<file path="src/rtl/npc_sequencer_if.sv">
// npc_sequencer_if: request/status bundle between the hazard unit / D-stage
// compare logic (master) and the fetch PC sequencer (slave).
// Optional exception entry/return signals are present when NPC_EXC_EN is defined.
interface npc_sequencer_if;
  logic        stall;
  logic        br_take;
  logic [31:0] br_target;
  logic        j_take;
  logic [31:0] j_target;
  logic        jr_take;
  logic [31:0] jr_target;
  logic [31:0] pc;
  logic [31:0] pc_plus8;
  logic        fetch_valid;
  logic        redirect_pending;
  logic        addr_err;
`ifdef NPC_EXC_EN
  logic        exc_req;
  logic        eret_req;
  logic [31:0] epc;
  logic [31:0] exc_pc;
`endif

  modport master (
`ifdef NPC_EXC_EN
    output exc_req, eret_req, epc,
    input  exc_pc,
`endif
    output stall, br_take, br_target, j_take, j_target, jr_take, jr_target,
    input  pc, pc_plus8, fetch_valid, redirect_pending, addr_err
  );

  modport slave (
`ifdef NPC_EXC_EN
    input  exc_req, eret_req, epc,
    output exc_pc,
`endif
    input  stall, br_take, br_target, j_take, j_target, jr_take, jr_target,
    output pc, pc_plus8, fetch_valid, redirect_pending, addr_err
  );
endinterface

</file>
<file path="src/rtl/npc_sequencer.sv">
// npc_sequencer: fetch-stage program counter for the P5 pipeline.
// Sequences PC+4 versus jr/j/branch redirects, honours hazard stalls and
// buffers a redirect that arrives while fetch is frozen (HELD state) so it is
// applied on release. Defining NPC_EXC_EN adds exception entry (exc_req) and
// return (eret_req) with the EXC_VECTOR parameter and the exc_pc output.
module npc_sequencer #(
  parameter logic [31:0] RESET_PC = 32'h0000_3000
`ifdef NPC_EXC_EN
  , parameter logic [31:0] EXC_VECTOR = 32'h0000_4180
`endif
) (
  input  logic           clk,
  input  logic           reset,
  npc_sequencer_if.slave npc
);

  typedef enum logic [1:0] {ST_BOOT, ST_RUN, ST_HELD} state_e;

  state_e      state_q, state_d;
  logic [31:0] pc_q, pc_d;
  logic [31:0] pend_tgt_q, pend_tgt_d;
  logic        addr_err_q, addr_err_d;
  logic        redir;
  logic [31:0] redir_tgt;
  logic        load_en;
  logic [31:0] load_tgt;
`ifdef NPC_EXC_EN
  logic [31:0] exc_pc_q, exc_pc_d;
`endif

  // Redirect select: jr outranks j, which outranks a taken branch.
  always_comb begin
    redir     = npc.jr_take | npc.j_take | npc.br_take;
    redir_tgt = npc.br_target;
    if (npc.jr_take)     redir_tgt = npc.jr_target;
    else if (npc.j_take) redir_tgt = npc.j_target;
  end

  // State register: every flop, synchronous reset to the boot PC.
  always_ff @(posedge clk) begin
    if (reset) begin
      state_q    <= ST_BOOT;
      pc_q       <= RESET_PC;
      pend_tgt_q <= '0;
      addr_err_q <= 1'b0;
`ifdef NPC_EXC_EN
      exc_pc_q   <= '0;
`endif
    end else begin
      state_q    <= state_d;
      pc_q       <= pc_d;
      pend_tgt_q <= pend_tgt_d;
      addr_err_q <= addr_err_d;
`ifdef NPC_EXC_EN
      exc_pc_q   <= exc_pc_d;
`endif
    end
  end

  // Next-state: PC sequencing, redirect buffering, exception override,
  // then word-alignment of whatever target gets loaded.
  always_comb begin
    state_d    = state_q;
    pc_d       = pc_q;
    pend_tgt_d = pend_tgt_q;
    load_en    = 1'b0;
    load_tgt   = redir_tgt;
    case (state_q)
      ST_BOOT: state_d = ST_RUN;
      ST_RUN: begin
        if (!npc.stall) begin
          if (redir) load_en = 1'b1;
          else       pc_d    = pc_q + 32'd4;
        end else if (redir) begin
          pend_tgt_d = redir_tgt;
          state_d    = ST_HELD;
        end
      end
      ST_HELD: begin
        if (!npc.stall) begin
          load_en    = 1'b1;
          load_tgt   = redir ? redir_tgt : pend_tgt_q;
          pend_tgt_d = '0;
          state_d    = ST_RUN;
        end else if (redir) begin
          pend_tgt_d = redir_tgt;
        end
      end
      default: state_d = ST_BOOT;
    endcase
`ifdef NPC_EXC_EN
    exc_pc_d = exc_pc_q;
    if (npc.exc_req) begin
      load_en    = 1'b0;
      pc_d       = EXC_VECTOR;
      exc_pc_d   = pc_q;
      pend_tgt_d = '0;
      state_d    = ST_RUN;
    end else if (npc.eret_req) begin
      load_en    = 1'b1;
      load_tgt   = npc.epc;
      pend_tgt_d = '0;
      state_d    = ST_RUN;
    end
`endif
    if (load_en) pc_d = {load_tgt[31:2], 2'b00};
    addr_err_d = load_en & (|load_tgt[1:0]);
  end

  // Outputs: registered PC, link value and state decodes.
  always_comb begin
    npc.pc               = pc_q;
    npc.pc_plus8         = pc_q + 32'd8;
    npc.fetch_valid      = (state_q != ST_BOOT);
    npc.redirect_pending = (state_q == ST_HELD);
    npc.addr_err         = addr_err_q;
`ifdef NPC_EXC_EN
    npc.exc_pc           = exc_pc_q;
`endif
  end

endmodule
</file>
<file path="src/flat_wrapper.sv">
// flat-port wrapper written by rule: the top's interface ports become plain ports
module npc_sequencer_flat 
#(
  parameter logic [31:0] RESET_PC = 32'h0000_3000

)
  (clk, reset, npc_stall, npc_br_take, npc_br_target, npc_j_take, npc_j_target, npc_jr_take, npc_jr_target, npc_pc, npc_pc_plus8, npc_fetch_valid, npc_redirect_pending, npc_addr_err);
  npc_sequencer_if npc_i ();
  input  logic clk;
  input  logic reset;
  input wire logic [$bits(npc_i.stall)-1:0] npc_stall;
  input wire logic [$bits(npc_i.br_take)-1:0] npc_br_take;
  input wire logic [$bits(npc_i.br_target)-1:0] npc_br_target;
  input wire logic [$bits(npc_i.j_take)-1:0] npc_j_take;
  input wire logic [$bits(npc_i.j_target)-1:0] npc_j_target;
  input wire logic [$bits(npc_i.jr_take)-1:0] npc_jr_take;
  input wire logic [$bits(npc_i.jr_target)-1:0] npc_jr_target;
  output wire logic [$bits(npc_i.pc)-1:0] npc_pc;
  output wire logic [$bits(npc_i.pc_plus8)-1:0] npc_pc_plus8;
  output wire logic [$bits(npc_i.fetch_valid)-1:0] npc_fetch_valid;
  output wire logic [$bits(npc_i.redirect_pending)-1:0] npc_redirect_pending;
  output wire logic [$bits(npc_i.addr_err)-1:0] npc_addr_err;
  assign npc_i.stall = npc_stall;
  assign npc_i.br_take = npc_br_take;
  assign npc_i.br_target = npc_br_target;
  assign npc_i.j_take = npc_j_take;
  assign npc_i.j_target = npc_j_target;
  assign npc_i.jr_take = npc_jr_take;
  assign npc_i.jr_target = npc_jr_target;
  assign npc_pc = npc_i.pc;
  assign npc_pc_plus8 = npc_i.pc_plus8;
  assign npc_fetch_valid = npc_i.fetch_valid;
  assign npc_redirect_pending = npc_i.redirect_pending;
  assign npc_addr_err = npc_i.addr_err;
  npc_sequencer #(.RESET_PC(RESET_PC)) u_core (.clk(clk), .reset(reset), .npc(npc_i));
endmodule
</file>
<file path="config.mk">
export PLATFORM = sky130hd
export DESIGN_NAME = npc_sequencer_flat
export DESIGN_NICKNAME = d
export VERILOG_FILES = /design/src/rtl/npc_sequencer_if.sv /design/src/rtl/npc_sequencer.sv /design/src/flat_wrapper.sv
export SDC_FILE = /design/constraint.sdc
export NUM_CORES = 1
export LEC_CHECK = 0
export ABC_AREA = 1
export CORE_ASPECT_RATIO = 1.25
export CORE_MARGIN = 8
export CORE_UTILIZATION = 30
export CTS_CLUSTER_DIAMETER = 50
export DETAILED_ROUTE_END_ITERATION = 8
export PLACE_DENSITY_LB_ADDON = 0.2
export SETUP_SLACK_MARGIN = 0.2
export SLEW_MARGIN = 40
export SYNTH_ARGS = -nofsm -noshare
export SYNTH_HDL_FRONTEND = slang
export SYNTH_SLANG_ARGS = --single-unit
</file>
<file path="constraint.sdc">
create_clock -name clk -period 2.1 [get_ports clk]
set_clock_uncertainty 0.05 [all_clocks]
set_input_delay 0.42 -clock clk [delete_from_list [all_inputs] [get_ports clk]]
set_output_delay 0.42 -clock clk [all_outputs]
set_load 0.02 [all_outputs]
</file>
# Word level (Yosys, flattened, before mapping)
# Index checks and enable logic that the tools add are counted.
dict set report op_classes {
  add_sub_neg 2
  n_reduce_logical 10
  eq_ne 7
  n_bitwise 5
  mux 20
}
# op count
set op_table {}
lappend op_table {{32-bit 2-to-1 mux} 11}
lappend op_table {{32-bit case mux with 2 select lines} 1}
lappend op_table {{32-bit by 3-bit adder with 32-bit output (second input constant)} 1}
lappend op_table {{32-bit by 4-bit adder with 32-bit output (second input constant)} 1}
lappend op_table {{3-bit AND reduction} 3}
lappend op_table {{2-bit 2-to-1 mux} 3}
lappend op_table {{2-bit != test (second input constant)} 3}
lappend op_table {{2-bit case mux with 3 select lines} 1}
lappend op_table {{2-bit nonzero test} 3}
lappend op_table {{2-bit by 1-bit != test with 1-bit output (second input constant)} 2}
lappend op_table {{2-bit OR reduction} 2}
lappend op_table {{1-bit 2-to-1 mux} 3}
lappend op_table {{2-bit by 1-bit equality test with 1-bit output (second input constant)} 1}
lappend op_table {{2-bit equality test (second input constant)} 1}
lappend op_table {{2-bit logical NOT} 1}
lappend op_table {{1-bit NOT} 2}
lappend op_table {{1-bit OR} 2}
lappend op_table {{1-bit case mux with 2 select lines} 1}
lappend op_table {{2-bit AND reduction} 1}
lappend op_table {{1-bit AND} 1}
dict set report totals {
  inputBits 102
  elab_cells 49
  out_inout_bits 67
  register_bits 67
}

# Depth between registers and ports, before layout
dict set report logic_depth {
  ltp_word 7
  ltp_mapped 13
  depth_no_buf 13
}

# Worst setup path after synthesis
# No wires, ideal clock.
dict set report synth_timing {
  path_type {register to output}
  from {register u_core.pc_q[4], in the netlist u_core.npc.pc[4]}
  to {output npc_pc_plus8[21]}
  t_required_ns 1.630
  slack_ns -0.114
  path_stages_with_launch 8
  n_path_buf 0
  arrival_time_ns 1.744
  path_cell_list {dfxtp_1 > ha_1 > inv_1 > nor2_4 > nand2_1 > nor2_1 > nand2_1 > xor2_1}
}
dict set report synth_between {
  elab_chain_cells 1
}
# element line
set synth_rtl {}
lappend synth_rtl {{from (decl)} npc_sequencer.sv:20} ;# logic [31:0] pc_q, pc_d;
lappend synth_rtl {{from (signal assigned)} npc_sequencer.sv:51} ;# pc_q <= pc_d;
lappend synth_rtl {{32-bit by 4-bit adder with 32-bit output} npc_sequencer.sv:113} ;# npc.pc_plus8 = pc_q + 32'd8;
lappend synth_rtl {{to (decl)} flat_wrapper.sv:19} ;# output wire logic [$bits(npc_i.pc_plus8)-1:0] npc_pc_plus8;
# No other way between the ends.

# Worst setup path after layout
dict set report layout_timing {
  from {register u_core.pc_q[3], in the netlist u_core.npc.pc[3]}
  to {output npc_pc_plus8[13]}
}
# Same word-level chain as after synthesis.

==> results.json <==
{
  "nNetsFinal": 1347,
  "vias_per_cell": 4.73,
  "tns_ns": -0.720,
  "cp-startpoint": "u_core.npc.pc[3]",
  "dieHeight_um": 169,
  "finalWorstSetupSlack_ns": -0.0934,
  "worst_hold_path_type": "reg -> reg",
  "timing.final.max_slew_violations": 0,
  "placed_cells": 1445,
  "max_freq_mhz": 456,
  "insertion_delay_ns": 0.33,
  "maxCapViolCount": 0,
  "cts_tree": "done",
  "leakagePower_nw": 4.45,
  "grt_use_met1_pct": 20.8,
  "avgSynthCellArea_um2": 5.92,
  "start_kind": "register",
  "antenna_found_initial": 0,
  "initial_core_util_pct": 30.3,
  "dp_hpwl_mm": 17.5,
  "grt_pass1_wl_mm": 34.7,
  "root_buffer": "clkbuf_16",
  "grtUsageMet2_pct": 33.3,
  "worstPathArrival_ns": 1.72,
  "finalSetupViolCount": 17,
  "globalplace.congestion": 0.847,
  "crit_type": "reg -> out",
  "layout_commonest_cell": "nand2_1",
  "fin_crit_ns": 2.19,
  "drtAntennaViolNets": 0,
  "critPathMaxStageDelay_ns": 0.36,
  "first_pass_iters": 5,
  "syn_area_um2": 5620,
  "use_met3_pct": 3.53,
  "ir_drop_mv": 0.435,
  "grt_overflow": 0,
  "die_w_um": 138,
  "synth_cell_types": 34,
  "syn-instance-count": 949,
  "required_ns": 1.63,
  "power.density_nw_per_um2": 908,
  "regArea_um2": 1350,
  "mostFrequentLayoutCells": "nand2_1 (290), buf_4 (151), nand3_1 (107), clkdlybuf4s50_1 (103), a21oi_1 (82)",
  "multi_input_area_um2": 4240,
  "fillers": 1866,
  "ios": 169,
  "yosysSeqAreaShare_pct": 23.2,
  "routed_wl_mm": 22.4,
  "core.rowCount": 56,
  "cts_sinks": 65,
  "synth-seq-cells": 65,
  "final_cells": 1475,
  "synthToLayoutAreaGrowth_pct": 68.5,
  "grt.busiest_layer": "met2",
  "hp-start": "u_core.pend_tgt_q[2]",
  "grt_max_degree": 34,
  "post-route-period-util_pct": 104,
  "clockBufferDepth": 2,
  "dieArea_um2": 23400,
  "vias": 6976,
  "track_usage_pct": 18.3,
  "antenna_cells": 0,
  "hold_viol": 0,
  "yosys_warnings": 0,
  "end_kind": "output port",
  "slowest_stage": "dfxtp_4",
  "cts_buffers": 9,
  "drc_errors": 0,
  "grt_pass1_vias": 6766,
  "rsz0062_at_grt": "yes",
  "path_clk_slew_ns": 0.05,
  "crit_path_cell_trace": "ha_4 > inv_4 > nor2_4 > nand2_2 > nor2_4 > buf_6 > xor2_2 > buf_6",
  "p_total_w": 0.00860,
  "drt_iter0_drc": 389,
  "portBuffers": 164,
  "htree_levels": 3,
  "hold-worst-slack_ns": 0.413,
  "violations": "negative setup slack",
  "path_max_fanout": 4,
  "drive_above_1_share_pct": 29.7,
  "r2r_start": "u_core.npc.pc[3]",
  "core_area_um2": 18600,
  "outcome": "finished with violations",
  "wire_per_inst_um": 15.2
}
==> synthesized netlist by cell type (all sizes together) <==
cell      n  area, um2
a21oi    84        424
a31oi     2       12.5
buf      42        279
clkbuf   13       48.8
conb      1       3.75
dfxtp    65       1300
ha        5       62.6
inv      67        252
nand2   328       1310
nand3   114        583
nand4     4       25.0
nor2     76        375
nor3      4       25.0
o211ai   17        128
o21a      1       7.51
o21ai    74        370
o21bai    3       22.5
or2      16        100
xnor2     5       43.8
xor2     28        245
==> power breakdown <==
| group | switching, W | internal, W |
|---|---|---|
| logic | 0.00286 | 0.00229 |
| registers | 0.000353 | 0.00174 |
| clock network | 0.000538 | 0.000817 |
| total | 0.00375 | 0.00485 |
==> critical path, delay by kind of cell, from the launching register on <==
kind,cells,cell delay [ns]
buffers and inverters,3,0.32
XOR/XNOR,1,0.12
AND/OR/NAND/NOR,3,0.44
adder cells (fa/ha/maj),1,0.15
flip-flops,1,0.36
==> area by class of cell <==
cell class / count / share of cell area [%]
inverter: 67 / 2.74
sequential: 65 / 14.2
clock inverter: 1 / 0.0529
timing repair buffer: 332 / 32.5
clock buffer: 13 / 2.64
multi-input combinational: 765 / 44.7
tap: 232 / 3.07
==> layer usage <==
| metal | vias to the layer above | wire [um] |
|---|---|---|
| met3 | 22 | 883 |
| met1 | 3167 | 9480 |
| met4 | 0 | 459 |
| li1 | 3642 | - |
| met5 | - | 0 |
| met2 | 145 | 11500 |
==> cells by family after synthesis <==
family | Yosys count | share of synthesized area (%)
flip-flops | 65 | 23.2
AO/OA/AOI/OAI | 181 | 17.2
other | 1 | 0.0667
buffers and inverters | 122 | 10.3
AND/OR/NAND/NOR | 542 | 43.0
XOR/XNOR | 33 | 5.14
adder cells (fa/ha/maj) | 5 | 1.11
==> flip-flops by register name, indices dropped and copies added (netlist names) <==
name                 count
u_core.pend_tgt_q       32
u_core.npc.addr_err      1
u_core.state_q           2
u_core.npc.pc           30
==> worst paths after layout <==
check	to	slack, ns	depth (start not counted)
setup reg to reg	u_core.npc.pc[16]	0.31	12
hold reg to reg	u_core.pend_tgt_q[2]	0.41	2
hold / removal	u_core.pend_tgt_q[2]	0.41	2
setup / recovery	npc_pc_plus8[13]	-0.09	8
==> repair_timing <==
item | 4_1_cts | 5_1_grt
resized for setup | 245 | 79
hold buffers | 0 | 0
pin swaps | 34 | 32
setup endpoints to repair | 54 | 87
buffers inserted | 9 | 7
==> metrics by stage <==
stage | utilization, % | worst slack [ns] | instance area [um2]
floorplan | - | 0.171 | 5760
global placement | 46.4 | -0.291 | 8610
detailed placement | 46.4 | -0.293 | 8610
CTS | 49.3 | -0.121 | 9160
global route | 51.0 | -0.172 | 9470
finish | 51.0 | -0.0934 | 9470
No activity file was read; power rests on OpenSTA's default activity.
